File: config.mk
export PLATFORM = sky130hd
export DESIGN_NAME = inst_encoder
export DESIGN_NICKNAME = d
export VERILOG_FILES = /design/src/rtl/inst_encoder_pkg.sv /design/src/rtl/inst_encoder_pack.sv /design/src/rtl/inst_encoder.sv
export SDC_FILE = /design/constraint.sdc
export NUM_CORES = 1
export LEC_CHECK = 0
export BUFFER_PORTS_ARGS = -buffer_cell sky130_fd_sc_hd__buf_2
export CORE_UTILIZATION = 47
export CTS_BUF_LIST = sky130_fd_sc_hd__clkbuf_8
export DETAILED_ROUTE_END_ITERATION = 10
export GPL_TIMING_DRIVEN = 0
export PLACE_DENSITY = 0.81
export SETUP_SLACK_MARGIN = 0.3
export SKIP_LAST_GASP = 1
export SLEW_MARGIN = 30
export SYNTH_ARGS = -nofsm -noshare
export SYNTH_HDL_FRONTEND = slang
export SYNTH_SLANG_ARGS = --single-unit
File: constraint.sdc
create_clock -name clk -period 2.3 [get_ports clk]
set_clock_uncertainty 0.1 [all_clocks]
set_input_delay 0.345 -clock clk [delete_from_list [all_inputs] [get_ports clk]]
set_output_delay 0.345 -clock clk [all_outputs]
set_load 0.02 [all_outputs]
File: src/rtl/inst_encoder_pkg.sv
// Shared constants for the instruction encoder: mnemonic codes, MIPS opcodes and FSM states.
package inst_encoder_pkg;

    typedef enum logic [1:0] {
        ST_IDLE  = 2'd0,
        ST_RUN   = 2'd1,
        ST_DRAIN = 2'd2,
        ST_DONE  = 2'd3
    } state_t;

    // I-type mnemonics reuse the decoder's aluop values
    localparam logic [7:0] MN_ADDI  = 8'h08;
    localparam logic [7:0] MN_ADDIU = 8'h09;
    localparam logic [7:0] MN_SLTI  = 8'h2A;
    localparam logic [7:0] MN_SLTIU = 8'h2B;
    localparam logic [7:0] MN_ANDI  = 8'h59;
    localparam logic [7:0] MN_ORI   = 8'h5A;
    localparam logic [7:0] MN_XORI  = 8'h5B;
    localparam logic [7:0] MN_LUI   = 8'h5C;

    // R-type mnemonics are 0x80 | funct
    localparam logic [7:0] MN_SLL  = 8'h80;
    localparam logic [7:0] MN_SRL  = 8'h82;
    localparam logic [7:0] MN_SRA  = 8'h83;
    localparam logic [7:0] MN_ADD  = 8'hA0;
    localparam logic [7:0] MN_ADDU = 8'hA1;
    localparam logic [7:0] MN_SUB  = 8'hA2;
    localparam logic [7:0] MN_SUBU = 8'hA3;
    localparam logic [7:0] MN_AND  = 8'hA4;
    localparam logic [7:0] MN_OR   = 8'hA5;
    localparam logic [7:0] MN_XOR  = 8'hA6;
    localparam logic [7:0] MN_NOR  = 8'hA7;
    localparam logic [7:0] MN_SLT  = 8'hAA;
    localparam logic [7:0] MN_SLTU = 8'hAB;

    localparam logic [5:0] OP_ADDI  = 6'h08;
    localparam logic [5:0] OP_ADDIU = 6'h09;
    localparam logic [5:0] OP_SLTI  = 6'h0A;
    localparam logic [5:0] OP_SLTIU = 6'h0B;
    localparam logic [5:0] OP_ANDI  = 6'h0C;
    localparam logic [5:0] OP_ORI   = 6'h0D;
    localparam logic [5:0] OP_XORI  = 6'h0E;
    localparam logic [5:0] OP_LUI   = 6'h0F;

endpackage

File: src/rtl/inst_encoder_pack.sv
// Combinational packer: symbolic mnemonic plus register/immediate fields -> 32-bit MIPS word and legality.
module inst_enc_pack
    import inst_encoder_pkg::*;
(
    input  logic [7:0]  mn,
    input  logic [4:0]  rs,
    input  logic [4:0]  rt,
    input  logic [4:0]  rd,
    input  logic [4:0]  shamt,
    input  logic [15:0] imm,
    output logic [31:0] word,
    output logic        legal
);

    logic [5:0] op_s;
    logic       itype_s;
    logic       rtype_s;
    logic       shift_s;

    // Classify the mnemonic, then assemble the word with the forced-zero fields applied
    always_comb begin
        op_s    = 6'd0;
        itype_s = 1'b0;
        rtype_s = 1'b0;
        shift_s = 1'b0;
        word    = 32'd0;
        legal   = 1'b0;
        case (mn)
            MN_ADDI:  begin itype_s = 1'b1; op_s = OP_ADDI;  end
            MN_ADDIU: begin itype_s = 1'b1; op_s = OP_ADDIU; end
            MN_SLTI:  begin itype_s = 1'b1; op_s = OP_SLTI;  end
            MN_SLTIU: begin itype_s = 1'b1; op_s = OP_SLTIU; end
            MN_ANDI:  begin itype_s = 1'b1; op_s = OP_ANDI;  end
            MN_ORI:   begin itype_s = 1'b1; op_s = OP_ORI;   end
            MN_XORI:  begin itype_s = 1'b1; op_s = OP_XORI;  end
            MN_LUI:   begin itype_s = 1'b1; op_s = OP_LUI;   end
            MN_SLL, MN_SRL, MN_SRA: begin
                rtype_s = 1'b1;
                shift_s = 1'b1;
            end
            MN_ADD, MN_ADDU, MN_SUB, MN_SUBU, MN_AND, MN_OR, MN_XOR, MN_NOR,
            MN_SLT, MN_SLTU: begin
                rtype_s = 1'b1;
            end
            default: begin
                itype_s = 1'b0;
                rtype_s = 1'b0;
            end
        endcase
        if (itype_s) begin
            legal = 1'b1;
            word  = {op_s, (mn == MN_LUI) ? 5'd0 : rs, rt, imm};
        end else if (rtype_s) begin
            legal = 1'b1;
            word  = {6'd0, shift_s ? 5'd0 : rs, rt, rd, shift_s ? shamt : 5'd0, mn[5:0]};
        end else begin
            legal = 1'b0;
            word  = 32'd0;
        end
    end

endmodule

File: src/rtl/inst_encoder.sv
// Streams encoded MIPS instructions into imem at sequential (wrapping) addresses.
// Optional INST_ENC_STATS_EN adds saturating legal/illegal request counters n_ok/n_bad.
module inst_encoder
    import inst_encoder_pkg::*;
#(
    parameter int AW = 10
) (
    input  logic          clk,
    input  logic          resetn,
    input  logic          start,
    input  logic [AW-1:0] base_addr,
    input  logic [AW-1:0] count,
    output logic          busy,
    output logic          done,
    input  logic          in_valid,
    output logic          in_ready,
    input  logic [7:0]    in_mn,
    input  logic [4:0]    in_rs,
    input  logic [4:0]    in_rt,
    input  logic [4:0]    in_rd,
    input  logic [4:0]    in_shamt,
    input  logic [15:0]   in_imm,
    output logic          wr_valid,
    input  logic          wr_ready,
    output logic [AW-1:0] wr_addr,
    output logic [31:0]   wr_data,
    output logic          err
`ifdef INST_ENC_STATS_EN
    ,
    output logic [15:0]   n_ok,
    output logic [15:0]   n_bad
`endif
);

    localparam logic [AW-1:0] ZERO_AW = {AW{1'b0}};
    localparam logic [AW-1:0] ONE_AW  = {{(AW-1){1'b0}}, 1'b1};

    state_t        state_r;
    state_t        state_nxt_s;
    logic [AW-1:0] remaining_r;
    logic [AW-1:0] next_addr_r;
    logic          start_ok_s;
    logic          accept_s;
    logic [31:0]   pack_word_s;
    logic          pack_legal_s;

    inst_enc_pack u_pack (
        .mn    (in_mn),
        .rs    (in_rs),
        .rt    (in_rt),
        .rd    (in_rd),
        .shamt (in_shamt),
        .imm   (in_imm),
        .word  (pack_word_s),
        .legal (pack_legal_s)
    );

    // A new request fits whenever the output slot is empty or is being emptied this cycle
    assign start_ok_s = start && (state_r == ST_IDLE);
    assign in_ready   = (state_r == ST_RUN) && (remaining_r != ZERO_AW) && (!wr_valid || wr_ready);
    assign accept_s   = in_valid && in_ready;

    // Next-state logic
    always_comb begin
        state_nxt_s = state_r;
        case (state_r)
            ST_IDLE: begin
                if (start) begin
                    state_nxt_s = (count == ZERO_AW) ? ST_DONE : ST_RUN;
                end else begin
                    state_nxt_s = ST_IDLE;
                end
            end
            ST_RUN: begin
                if (accept_s && (remaining_r == ONE_AW)) begin
                    state_nxt_s = ST_DRAIN;
                end else begin
                    state_nxt_s = ST_RUN;
                end
            end
            ST_DRAIN: begin
                if (!wr_valid) begin
                    state_nxt_s = ST_DONE;
                end else begin
                    state_nxt_s = ST_DRAIN;
                end
            end
            ST_DONE:  state_nxt_s = ST_IDLE;
            default:  state_nxt_s = ST_IDLE;
        endcase
    end

    // State register
    always_ff @(posedge clk or negedge resetn) begin
        if (!resetn) begin
            state_r <= ST_IDLE;
        end else begin
            state_r <= state_nxt_s;
        end
    end

    // Counters, sticky error and the registered write port
    always_ff @(posedge clk or negedge resetn) begin
        if (!resetn) begin
            busy        <= 1'b0;
            done        <= 1'b0;
            err         <= 1'b0;
            wr_valid    <= 1'b0;
            wr_addr     <= ZERO_AW;
            wr_data     <= 32'd0;
            remaining_r <= ZERO_AW;
            next_addr_r <= ZERO_AW;
        end else begin
            busy <= (state_nxt_s == ST_RUN) || (state_nxt_s == ST_DRAIN);
            done <= (state_r == ST_DONE);
            if (start_ok_s) begin
                remaining_r <= count;
                next_addr_r <= base_addr;
                err         <= 1'b0;
            end else if (accept_s) begin
                remaining_r <= remaining_r - ONE_AW;
                if (pack_legal_s) begin
                    next_addr_r <= next_addr_r + ONE_AW;
                end else begin
                    err <= 1'b1;
                end
            end
            // Illegal requests never reach the write port, so the address does not advance
            if (accept_s && pack_legal_s) begin
                wr_valid <= 1'b1;
                wr_addr  <= next_addr_r;
                wr_data  <= pack_word_s;
            end else if (wr_ready) begin
                wr_valid <= 1'b0;
            end
        end
    end

`ifdef INST_ENC_STATS_EN
    logic [15:0] n_ok_r;
    logic [15:0] n_bad_r;

    // Saturating legal/illegal request counters, cleared per load
    always_ff @(posedge clk or negedge resetn) begin
        if (!resetn) begin
            n_ok_r  <= 16'd0;
            n_bad_r <= 16'd0;
        end else if (start_ok_s) begin
            n_ok_r  <= 16'd0;
            n_bad_r <= 16'd0;
        end else if (accept_s) begin
            if (pack_legal_s && (n_ok_r != 16'hFFFF)) begin
                n_ok_r <= n_ok_r + 16'd1;
            end
            if (!pack_legal_s && (n_bad_r != 16'hFFFF)) begin
                n_bad_r <= n_bad_r + 16'd1;
            end
        end
    end

    assign n_ok  = n_ok_r;
    assign n_bad = n_bad_r;
`endif

endmodule

=== Yosys cells after proc, flatten, opt, wreduce, memory -nomap -nowiden ===
Index checks and enable logic that the tools add are counted.

* Add/sub/neg operators: 2
* Muxes and demuxes: 26
* Reduce and logical (&&, ||, !) cells: 20
* Equality and inequality tests: 28

{| class="wikitable"
|+ Operator list
! cell !! count
|-
| $eq 8x8->1 const B || 13
|-
| $mux 10 || 5
|-
| $eq 8x7->1 const B || 4
|-
| $mux 32 || 1
|-
| $pmux 4 s8 || 1
|-
| $mux 26 || 1
|-
| $eq 8x4->1 const B || 2
|-
| $eq 8x6->1 const B || 2
|-
| $mux 5 || 3
|-
| $reduce_or 13->1 || 1
|-
| $mux 1 || 11
|-
| $add 10x1->10 const B || 1
|-
| $eq 10x1->1 const B || 1
|-
| $logic_not 10->1 || 1
|-
| $reduce_bool 10->1 || 1
|-
| $sub 10x1->10 const B || 1
|-
| $pmux 2 s4 || 1
|-
| $reduce_or 8->1 || 1
|-
| $eq 2x2->1 const B || 3
|-
| $logic_and 1x1->1 || 6
|-
| $mux 2 || 3
|-
| $reduce_bool 2->1 || 3
|-
| $eq 2x1->1 const B || 2
|-
| $reduce_and 2->1 || 2
|-
| other kinds (5) || 6
|}

* Input bits: 69
* Output and inout bits: 47
* Word-level logic and storage cells: 85
* Flip-flop bits (word level): 68

=== Longest topological paths before layout ===
Gate-level depths: netlist of the first run.

* Depth after elaboration: 9
* Mapped depth: 10
* Mapped depth without buffers: 8

=== By module ===
A second synthesis of the first run with hierarchy kept.

* Cells, all modules: 350
* Area total of the unflattened synthesis: 3777.4 µm²

{| class="wikitable"
|+ Modules (own cells, without submodules)
! module !! sequential area each (µm²) !! area each (µm²) !! instances !! cells each
|-
| inst_encoder || 1701.6 || 3205.6 || 1 || 272
|-
| inst_enc_pack || 0.0 || 571.8 || 1 || 78
|}

=== Worst setup path before layout of the first run ===
OpenSTA, ideal clock, no wires.

* Path kind: reg2reg
* From: register remaining_r[0]
* To: register wr_addr[5]
* Data required time: 2.072 ns
* Stages on the path, launching flop included: 10
* Path buffers: 2
* Arrival: 2.043 ns
* Setup slack: 0.029 ns
* Period minus slack after synthesis: 2.271 ns
* Library setup time: 0.128 ns
* Path through: dfrtp_1 > inv_1 > ha_1 > nor3b_1 > nor4b_4 > nor2_2 > o21ai_4 > buf_6 > buf_8 > mux2_1

* Cells in the longest elaborated chain, start to end: 5

{| class="wikitable"
|+ Ends and longest elaborated chain
! what !! line !! text
|-
| start: declaration || inst_encoder.sv:40 || <nowiki>logic [AW-1:0] remaining_r;</nowiki>
|-
| start signal: assignment || inst_encoder.sv:117 || <nowiki>remaining_r <= count;</nowiki>
|-
| start signal: assignment || inst_encoder.sv:121 || <nowiki>remaining_r <= remaining_r - ONE_AW;</nowiki>
|-
| $reduce_bool 10->1 || inst_encoder.sv:60 || <nowiki>assign in_ready = (state_r == ST_RUN) && (remaining_r != ZERO_AW) && (!wr_valid || wr_ready);</nowiki>
|-
| $logic_and 1x1->1 (2 in series) || inst_encoder.sv:60 ||
|-
| $logic_and 1x1->1 || inst_encoder.sv:61 || <nowiki>assign accept_s = in_valid && in_ready;</nowiki>
|-
| $logic_and 1x1->1 || inst_encoder.sv:129 || <nowiki>if (accept_s && pack_legal_s) begin</nowiki>
|-
| end signal: assignment || inst_encoder.sv:131 || <nowiki>wr_addr <= next_addr_r;</nowiki>
|-
| end: declaration || inst_encoder.sv:25 || <nowiki>output logic [AW-1:0] wr_addr,</nowiki>
|}

No other way between the ends.
A chain may end at the register's enable or synchronous reset.

=== Worst setup path after layout of the first run ===
* From: register remaining_r[4]
* To: register wr_addr[5]

Same word-level chain as after synthesis.

==> results of run 1 <==
-- area by class of cell --
| cell class | count | share of cell area (%) |
|---|---|---|
| plain buffers | 18 | 3.35 |
| clock buffers | 11 | 3.07 |
| clock inverters | 3 | 0.811 |
| inverters | 4 | 0.304 |
| multi-input cells | 227 | 35.6 |
| flip-flops and latches | 66 | 33.5 |
| well taps | 96 | 2.43 |
| repair buffers | 155 | 21.0 |
-- cells by family after synthesis --
logic type | count (synthesis) | synth area share (%)
and+or+nand+nor | 111 | 18.7
AOI/OAI and AO/OA | 85 | 18.2
xor gates and xnor gates | 10 | 2.65
muxes | 16 | 5.46
buffers and inverters | 22 | 3.75
DFF | 66 | 50.0
adders and majority gates | 3 | 1.14
other | 1 | 0.114
-- power by group through the flow --
stage / Sequential, W / Clock, W / Combinational (W)
finish: 0.00196 / 0.000983 / 0.00223
global route: 0.00200 / 0.00105 / 0.00238
floorplan: 0.00217 / 0 / 0.000711
detailed placement: 0.00192 / 0 / 0.00151
global placement: 0.00190 / 0 / 0.00147
CTS: 0.00190 / 0.000985 / 0.00190
-- layer usage --
layer	wire length (um)	vias to the layer above	GRT usage [%]
met1	4170	1583	35.6
li1	-	1502	-
met5	0	-	0
met4	293	0	11.2
met2	5000	160	44.6
met3	673	32	4.81
-- registers in the layout, indices dropped and copies added, names as in the netlist --
signal	count
busy	1
done	1
err	1
next_addr_r	10
remaining_r	10
state_r	2
wr_addr	10
wr_data	30
wr_valid	1
-- cells in the mapped netlist (5+ instances only) --
| master | n | area [sq um] |
|---|---|---|
| a21oi_1 | 9 | 45.0 |
| nand2_1 | 38 | 143 |
| a22o_1 | 6 | 52.6 |
| nor2_1 | 15 | 56.3 |
| clkbuf_1 | 6 | 22.5 |
| o211ai_1 | 7 | 52.6 |
| dfrtp_1 | 66 | 1650 |
| mux2_2 | 13 | 146 |
| nand3_1 | 6 | 30.0 |
| o21ai_0 | 25 | 125 |
| nand2b_1 | 5 | 31.3 |
| xor2_1 | 9 | 78.8 |
| or4_1 | 5 | 37.5 |
| nor3_1 | 9 | 45.0 |
| a22oi_1 | 13 | 97.6 |
| buf_2 | 6 | 30.0 |
-- per-stage QoR --
step	setup TNS [ns]	total power [W]	utilization, %
final	-1.53	0.00516	72.6
after global routing	-3.80	0.00544	72.6
after CTS	-1.92	0.00478	69.2
after detailed placement	-4.65	0.00343	59.1
after global placement	-2.65	0.00337	58.7
after floorplan	0	0.00288	-
-- worst min path at each step --
stage	from	end	slack (ns)	depth (start not counted)
after global routing	in_rs[3]	wr_data[24]$_DFFE_PN0P_	0.12	2
after floorplan	resetn	busy$_DFF_PN0_	-0.05	0
after detailed placement	resetn	remaining_r[9]$_DFFE_PN0P_	0.16	1
final	base_addr[9]	next_addr_r[9]$_DFFE_PN0P_	0.11	3
after CTS	base_addr[9]	next_addr_r[9]$_DFFE_PN0P_	0.11	3
after global placement	wr_data[4]$_DFFE_PN0P_	wr_data[4]$_DFFE_PN0P_	0.35	2
-- cell usage in the layout, fill, tap and decap left out, types with 5 or more instances in the layout --
| master | n |
|---|---|
| buf_2 | 113 |
| dfrtp_1 | 65 |
| buf_4 | 25 |
| nand2_1 | 23 |
| o21ai_1 | 17 |
| nor2_1 | 15 |
| buf_6 | 15 |
| a22oi_1 | 12 |
| clkbuf_8 | 11 |
| mux2_4 | 10 |
| xor2_1 | 9 |
| nand2_2 | 9 |
| a21oi_1 | 9 |
| o21ai_2 | 8 |
| o211ai_1 | 7 |
| nor3_1 | 7 |
| nand3_1 | 6 |
| clkbuf_1 | 6 |
| buf_8 | 6 |
| mux2_2 | 6 |
| nand2_4 | 6 |
| a22o_1 | 6 |
| nand2b_1 | 5 |
| buf_12 | 5 |
-- what timing repair did --
item | 4_1_cts | 5_1_grt
pin swaps | 30 | 23
endpoints found under the hold margin | 22 | 0
hold buffers | 1 | 0
gates resized for setup | 71 | 44
setup endpoints to repair | 64 | 66
cloned | 3 | 0
buffers inserted | 25 | 13
-- worst min-delay path, cell delays in order --
cell and delay [ns]:
buf_2 0.08, nand2_1 0.04, o21ai_1 0.06
==> results.json, run 1 <==
{
  "hold_viol": 0,
  "multiInputGateArea_sq_um": 1760,
  "grt_usage_pct": 27.1,
  "finalSetupViolCount": 37,
  "ant_nets": 0,
  "synthArstFlopShare_pct": 100,
  "cp-start-kind": "flip-flop",
  "dpl.cell_count": 524,
  "synth-edff-count": 0,
  "cpMaxStageDelayCell": "or4_4",
  "fin_crit_ns": 2.39,
  "fmax_ghz": 0.418,
  "die_w_um": 85.8,
  "required_ns": 2.42,
  "drt_iter0_markers": 174,
  "cp_data_arrival_time_ns": 2.51,
  "netlist_instances": 314,
  "io_pins": 116,
  "first_pass_iters": 5,
  "die_area_sq_um": 7360,
  "routed_wl_um": 10100,
  "ys_ff_latch": 66,
  "pre_cts_ws_ns": -0.207,
  "rsz0062_at_grt": "yes",
  "crit_top_cell": "buf_8",
  "dpl-instance-area_sq_um": 4010,
  "path_max_fanout": 7,
  "rrSetupSlack_ns": -0.09,
  "fill_cells": 485,
  "antenna_found_initial": 0,
  "clk_pin_slew_ns": 0.07,
  "dominantRegCellSynth": "dfrtp_1",
  "htreeDepth": 3,
  "worst_setup_path_end_kind": "flip-flop",
  "hp-class": "input port to flip-flop",
  "drive_gt1_share_pct": 50.8,
  "ys_seq_area_share_pct": 50.0,
  "p_comb_share_pct": 43.1,
  "dieHeight_um": 85.8,
  "insertion_delay_ns": 0.34,
  "place.gp.congestion": 0.878,
  "layout.area.seq_sq_um": 1650,
  "hold-worst-slack_ns": 0.115,
  "hpwlAfterDp_um": 5980,
  "fp-row-count": 30,
  "r2r-start": "remaining_r[4]$_DFFE_PN0P_",
  "crit_start": "remaining_r[4]$_DFFE_PN0P_",
  "port_buffers": 112,
  "worstMarginPinSlew_ns": 0.529,
  "syn_area_sq_um": 3300,
  "status": "finished with violations",
  "overflow": 0,
  "cp_num_buf_inv": 3,
  "viasPerCell": 5.65,
  "slew_headroom_pct": 64.7,
  "cts_max_path_buffers": 2,
  "critPathCapture": "wr_addr[5]$_DFFE_PN0P_",
  "fin_ws_ns": -0.0934,
  "p_switching_w": 0.00192,
  "vias": 3277,
  "reg2regPathDepth": 8,
  "final_nets": 553,
  "initial_utilization_pct": 48.6,
  "p_leak_nw": 2.35,
  "drv_slew": 0,
  "first_global_vias": 3081,
  "grt_start_max_net_pins": 45,
  "maxCapViolations": 0,
  "routedWlPerCell_um": 17.5,
  "ir_drop_uv": 523,
  "yosysUniqueCellTypes": 63,
  "synth.avg_cell_area_sq_um": 10.5,
  "drcViolationCount": 0,
  "cts-root-buf": "clkbuf_8",
  "p_per_area_nw_per_um2": 1050,
  "clock-sinks": 66,
  "fin_crit_sh_pct": 104,
  "numCtsBuffers": 9,
  "swShare_pct": 37.2,
  "r2r_end": "wr_addr[5]$_DFFE_PN0P_",
  "synth_warnings": 0,
  "syn_to_final_growth_pct": 49.5,
  "diodes": 0,
  "crit_chain": "or4_4, nor4b_4, buf_4, nor2_4, o21ai_4, buf_8, buf_8, mux2_4",
  "grt_pass1_wl_um": 15300,
  "power_frac_clock_pct": 19.0,
  "cp_top_family": "simple AND/OR/NAND/NOR gates",
  "final_cell_count_no_fill": 580,
  "final_area_sq_um": 4930,
  "cts_tree": "done",
  "seqPwrFrac_pct": 37.9,
  "critical_path.max_stage_delay_ns": 0.57,
  "power.internal_w": 0.00325,
  "cp_num_cells": 8,
  "violations": "setup timing",
  "core_area_sq_um": 6790,
  "critical_path_class": "flip-flop to flip-flop"
}
Note: power is estimated with default switching activity, not from simulation.
==> inputs of run 2 (changes only) <==
--- a/config.mk
+++ b/config.mk
@@ -5,12 +5,14 @@
 export SDC_FILE = /design/constraint.sdc
 export NUM_CORES = 1
 export LEC_CHECK = 0
-export BUFFER_PORTS_ARGS = -buffer_cell sky130_fd_sc_hd__buf_2
-export CORE_UTILIZATION = 47
+export CELL_PAD_IN_SITES_DETAIL_PLACEMENT = 1
+export CELL_PAD_IN_SITES_GLOBAL_PLACEMENT = 1
+export CORE_UTILIZATION = 45
 export CTS_BUF_LIST = sky130_fd_sc_hd__clkbuf_8
 export DETAILED_ROUTE_END_ITERATION = 10
+export DONT_BUFFER_PORTS = 1
 export GPL_TIMING_DRIVEN = 0
-export PLACE_DENSITY = 0.81
+export PLACE_DENSITY = 0.8
 export SETUP_SLACK_MARGIN = 0.3
 export SKIP_LAST_GASP = 1
 export SLEW_MARGIN = 30
==> results.json, run 2 (synthesis results as in run 1) <==
{
  "status": "finished with violations",
  "violations": "setup timing",
  "overflow": 0,
  "ir_drop_uv": 559,
  "viasPerCell": 6.10,
  "fmax_ghz": 0.412,
  "rsz0062_at_grt": "yes",
  "layout_commonest_cell": "dfrtp_1",
  "power_w": 0.00503,
  "reg2regPathDepth": 8,
  "final_nets": 431,
  "cp_top_family": "simple AND/OR/NAND/NOR gates",
  "first_global_vias": 3092,
  "crit_start": "remaining_r[5]$_DFFE_PN0P_",
  "worst_setup_path_end_kind": "flip-flop",
  "cp-start-kind": "flip-flop",
  "fin_crit_sh_pct": 106,
  "die_area_sq_um": 7680,
  "r2r-start": "remaining_r[5]$_DFFE_PN0P_",
  "routedWlPerCell_um": 24.0,
  "clock-sinks": 66,
  "path_max_fanout": 7,
  "cp_num_cells": 8,
  "core_area_sq_um": 6940,
  "whs_path_depth": 2,
  "finalSetupViolCount": 35,
  "hpwlAfterDp_um": 6100,
  "fin_tns_setup_ns": -1.79,
  "place.gp.congestion": 0.847,
  "drive_gt1_share_pct": 36.3,
  "grt_pass1_wl_um": 16300,
  "p_leak_nw": 1.86,
  "clk_pin_slew_ns": 0.08,
  "p_per_area_nw_per_um2": 1160,
  "hp-class": "input port to flip-flop",
  "syn_to_final_growth_pct": 31.7,
  "crit_chain": "or4_4, nor4b_4, nor2_4, o21ai_4, buf_6, buf_8, xor2_1, o21ai_1",
  "drt_iter0_markers": 171,
  "insertion_delay_ns": 0.36,
  "hold_viol": 0,
  "drcViolationCount": 0,
  "cp_num_buf_inv": 2,
  "largest_reg_flops": 30,
  "numCtsBuffers": 9,
  "required_ns": 2.42,
  "worstMarginPinSlew_ns": 0.539,
  "first_pass_iters": 4,
  "cts-root-buf": "clkbuf_8",
  "drv_slew": 0,
  "fin_crit_ns": 2.43,
  "grt_usage_pct": 28.8,
  "cts_tree": "done",
  "htreeDepth": 3,
  "port_buffers": 0,
  "grt_start_max_net_pins": 67,
  "antenna_found_initial": 0,
  "cts_max_path_buffers": 2,
  "dieHeight_um": 87.7,
  "regMostFlops": "wr_data",
  "critical_path_class": "flip-flop to flip-flop",
  "die_w_um": 87.7,
  "mostFrequentLayoutCells": "dfrtp_1, nand2_1, buf_4",
  "ant_nets": 0,
  "fp-row-count": 30,
  "vias": 2806,
  "io_pins": 116,
  "maxCapViolations": 0,
  "routed_wl_um": 11000,
  "min_from": "in_imm[4]",
  "diodes": 0,
  "critical_path.max_stage_delay_ns": 0.55,
  "fin_ws_ns": -0.127,
  "cp_data_arrival_time_ns": 2.55,
  "slew_headroom_pct": 64.1,
  "cpMaxStageDelayCell": "or4_4",
  "initial_utilization_pct": 47.5
}
## run 2: cell types whose count changed in the layout (fill, tap and decap cells not counted), moves of 3 or more
cell     change
buf_4        -7
nand2_1      -3
buf_12       -3
o21ai_2      +3
o21ai_1      -6
o21ai_0      +3
buf_2      -111
## run 2: metrics by stage
| stage | hold slack, ns | worst slack [ns] | std cells | area (sq um) | utilization (%) |
|---|---|---|---|---|---|
| 6_report | 0.0115 | -0.127 | 460 | 4350 | 62.6 |
| 5_1_grt | 0.00767 | -0.172 | 460 | 4350 | 62.6 |
| 4_1_cts | 0.00898 | -0.156 | 454 | 4180 | 60.2 |
| 3_5_place_dp | -0.0492 | -0.240 | 411 | 3430 | 49.4 |
| 3_3_place_gp | -0.0494 | -0.213 | 411 | 3430 | 49.4 |
| 2_1_floorplan | -0.0506 | 0.0540 | 315 | 3310 | - |
## run 2: final timing paths
path | end | slack [ns]
max in group asynchronous | remaining_r[4]$_DFFE_PN0P_ | 1.35
worst max register to register | next_addr_r[0]$_DFFE_PN0P_ | -0.13
worst min-delay path | wr_data[4]$_DFFE_PN0P_ | 0.01
worst max-delay path | next_addr_r[0]$_DFFE_PN0P_ | -0.13
min in group asynchronous | remaining_r[1]$_DFFE_PN0P_ | 0.44
worst min register to register | wr_addr[9]$_DFFE_PN0P_ | 0.45
## run 2: cell type report
class,instances,area (sq um)
multi-input cells,227,1790
plain buffers,18,154
flip-flops and latches,66,1650
clock inverters,5,85.1
fillers,717,2590
well taps,96,120
repair buffers,33,375
inverters,4,15.0
clock buffers,11,151
## run 2: routing by layer
layer,GRT usage [%],share of wire (%),vias to the layer above
li1,-,-,1247
met1,33.6,39,1406
met2,48.4,51,129
met3,8.86,7.4,24
met4,13.7,2.1,0
met5,0,0,-
## run 2: repair_timing
item	CTS	global route
resized for setup	85	32
endpoints found under the setup margin	65	66
hold endpoints to repair	66	0
gates cloned	3	0
pin swaps	27	16
buffers inserted	22	6
hold buffers	2	0
## run 2: report_power, final
group | internal (W) | total, W | switching [W] | leakage (nW)
clock network | 0.000675 | 0.00118 | 0.000504 | 0.116
registers | 0.00157 | 0.00233 | 0.000755 | 0.824
logic | 0.000824 | 0.00153 | 0.000702 | 0.923
total | 0.00307 | 0.00503 | 0.00196 | 1.86
==> inputs of run 3 (changes only) <==
--- a/config.mk
+++ b/config.mk
@@ -12,10 +12,10 @@
 export DETAILED_ROUTE_END_ITERATION = 10
 export DONT_BUFFER_PORTS = 1
 export GPL_TIMING_DRIVEN = 0
-export PLACE_DENSITY = 0.8
+export PLACE_DENSITY = 0.79
 export SETUP_SLACK_MARGIN = 0.3
 export SKIP_LAST_GASP = 1
-export SLEW_MARGIN = 30
 export SYNTH_ARGS = -nofsm -noshare
 export SYNTH_HDL_FRONTEND = slang
+export SYNTH_HIERARCHICAL = 1
 export SYNTH_SLANG_ARGS = --single-unit
==> results.json, run 3 <==
{
  "viasPerCell": 6.41,
  "violations": "hold timing, setup timing",
  "yosysUniqueCellTypes": 58,
  "finalSetupViolCount": 62,
  "io_pins": 116,
  "regMostFlops": "wr_data",
  "drv_slew": 0,
  "path_max_fanout": 6,
  "overflow": 0,
  "p_per_area_nw_per_um2": 929,
  "yosysTopAreaCell": "dfrtp_1",
  "numCtsBuffers": 9,
  "fmax_ghz": 0.381,
  "hpwlAfterDp_um": 7100,
  "insertion_delay_ns": 0.35,
  "rsz0062_at_grt": "yes",
  "cts_tree": "done",
  "clk_pin_slew_ns": 0.09,
  "fp-row-count": 33,
  "first_global_vias": 3540,
  "reg2regPathDepth": 10,
  "synth_commonest_cells": "dfrtp_1, mux2_2, nand2_1",
  "dieHeight_um": 93.6,
  "grt_start_max_net_pins": 69,
  "die_w_um": 93.6,
  "cp-start-kind": "flip-flop",
  "synth.top_cells.by_area": "dfrtp_1, mux2_2, a22o_1, or4_1, buf_6",
  "slew_headroom_pct": 59.4,
  "drive_gt1_share_pct": 44.4,
  "top_layer_used": "met4",
  "dpl.cell_count": 456,
  "dominantRegCellSynth": "dfrtp_1",
  "grt_usage_pct": 28.6,
  "drt_iter0_markers": 135,
  "layout.area.seq_sq_um": 1700,
  "final_cell_count_no_fill": 515,
  "antenna_found_initial": 0,
  "synth.avg_cell_area_sq_um": 10.8,
  "crit_start": "remaining_r[1]$_DFFE_PN0P_",
  "synth_warnings": 6,
  "wl_met3_um": 931,
  "routed_wl_um": 12900,
  "yosys.area.top_type_share_pct": 45.0,
  "drcViolationCount": 0,
  "fin_crit_sh_pct": 114,
  "syn_to_final_growth_pct": 37.8,
  "rrSetupSlack_ns": -0.33,
  "fin_crit_ns": 2.63,
  "worst_setup_path_end_kind": "flip-flop",
  "routedWlPerCell_um": 25.1,
  "critPathCapture": "wr_data[20]$_DFFE_PN0P_",
  "required_ns": 2.45,
  "r2r-start": "remaining_r[1]$_DFFE_PN0P_",
  "ys_seq_area_share_pct": 45.0,
  "syn_area_sq_um": 3780,
  "worstMarginPinSlew_ns": 0.610,
  "ir_drop_uv": 510,
  "place.gp.congestion": 0.827,
  "pre_cts_ws_ns": -0.439,
  "mostFrequentLayoutCells": "dfrtp_1, mux2_4, buf_4",
  "multiInputGateArea_sq_um": 2310,
  "ys_ff_latch": 68,
  "diodes": 0,
  "ant_nets": 0,
  "status": "finished with violations",
  "grt_pass1_wl_um": 18700,
  "wl_met2_um": 6560,
  "initial_utilization_pct": 46.2,
  "synth-edff-count": 0,
  "synthArstFlopShare_pct": 100,
  "cts-root-buf": "clkbuf_8",
  "layout_commonest_cell": "dfrtp_1",
  "wl_met1_um": 5040,
  "maxCapViolations": 0,
  "cts_max_path_buffers": 2,
  "die_area_sq_um": 8760,
  "fin_ws_ns": -0.325,
  "netlist_instances": 350,
  "yosysMostFrequentCell": "dfrtp_1",
  "hp-class": "input port to async pin",
  "r2r_end": "wr_data[20]$_DFFE_PN0P_",
  "hold-worst-slack_ns": -0.422,
  "clock-sinks": 68,
  "core_area_sq_um": 8180,
  "critical_path_class": "flip-flop to flip-flop",
  "first_pass_iters": 4,
  "vias": 3302,
  "cp_data_arrival_time_ns": 2.77,
  "htreeDepth": 3,
  "fill_cells": 831,
  "final_nets": 477,
  "p_leak_nw": 2.40,
  "port_buffers": 0,
  "hold_viol": 68,
  "largest_reg_flops": 32
}
[run 3: layout make-up]
class	instances	share of cell area [%]
inverters	6	0.433
plain buffers	29	5.96
flip-flops and latches	68	32.7
repair buffers	43	9.30
well taps	105	2.52
clock inverters	7	2.24
clock buffers	9	2.38
multi-input cells	248	44.5
[run 3: worst max-delay path, cell delays in order (launching register included)]
cell       delay [ns]
dfrtp_1          0.40
inv_2            0.09
ha_4             0.14
or3b_4           0.38
buf_8            0.13
or4_4            0.43
buf_6            0.14
nand3_4          0.08
buf_12           0.15
clkbuf_16        0.15
mux2_2           0.32
[run 3: routing by layer]
| metal | GRT usage (%) | up-vias |
|---|---|---|
| met2 | 51.0 | 148 |
| met5 | 0 | - |
| met1 | 32.2 | 1686 |
| met3 | 6.50 | 35 |
| met4 | 13.2 | 0 |
| li1 | - | 1433 |
[run 3: report_power, final]
part / internal (W) / leakage, nW / switching, W
combinational: 0.000858 / 1.40 / 0.000680
sequential: 0.00151 / 0.871 / 0.000553
clock: 0.000719 / 0.125 / 0.000517
total: 0.00308 / 2.40 / 0.00175
[run 3: repair_timing]
| item | CTS | global route |
|---|---|---|
| setup buffers | 36 | 3 |
| pin swaps | 30 | 8 |
| gates resized for setup | 69 | 49 |
| gates cloned | 1 | 3 |
| endpoints found under the hold margin | 68 | 68 |
| endpoints found under the setup margin | 67 | 67 |
[run 3: how the worst min path moves through the flow]
stage	end	cells past startpoint	start	slack [ns]
floorplan	busy$_DFF_PN0_	0	resetn	-0.05
global placement	wr_data[1]$_DFFE_PN0P_	0	resetn	-0.05
detailed placement	wr_data[1]$_DFFE_PN0P_	0	resetn	-0.05
CTS	wr_addr[2]$_DFFE_PN0P_	0	resetn	-0.44
global route	next_addr_r[8]$_DFFE_PN0P_	0	resetn	-0.45
finish	wr_data[30]$_DFFE_PN0P_	0	resetn	-0.42
[run 3: cells by family (layout without fill, tap and decap cells)]
family / after synthesis / count (layout) / share of synthesized area, %
compound gates: 73 / 73 / 15.4
xor+xnor: 3 / 3 / 0.696
fa+ha+maj: 3 / 3 / 0.994
buf+inv: 35 / 94 / 5.30
flops: 68 / 68 / 45.0
mux: 42 / 42 / 12.5
other cells: 1 / 2 / 0.0993
simple gates: 125 / 125 / 19.9
[run 3: metrics by stage]
| step | total power [W] | setup TNS, ns | util (%) | hold WS, ns | area (sq um) |
|---|---|---|---|---|---|
| after floorplan | 0.00268 | -7.88 | - | -0.0506 | 3930 |
| after global placement | 0.00288 | -18.46 | 49.6 | -0.0487 | 4060 |
| after detailed placement | 0.00295 | -22.15 | 49.6 | -0.0483 | 4060 |
| after CTS | 0.00457 | -11.07 | 60.1 | -0.436 | 4910 |
| after global routing | 0.00501 | -16.91 | 63.7 | -0.447 | 5200 |
| final | 0.00483 | -13.80 | 63.7 | -0.422 | 5200 |
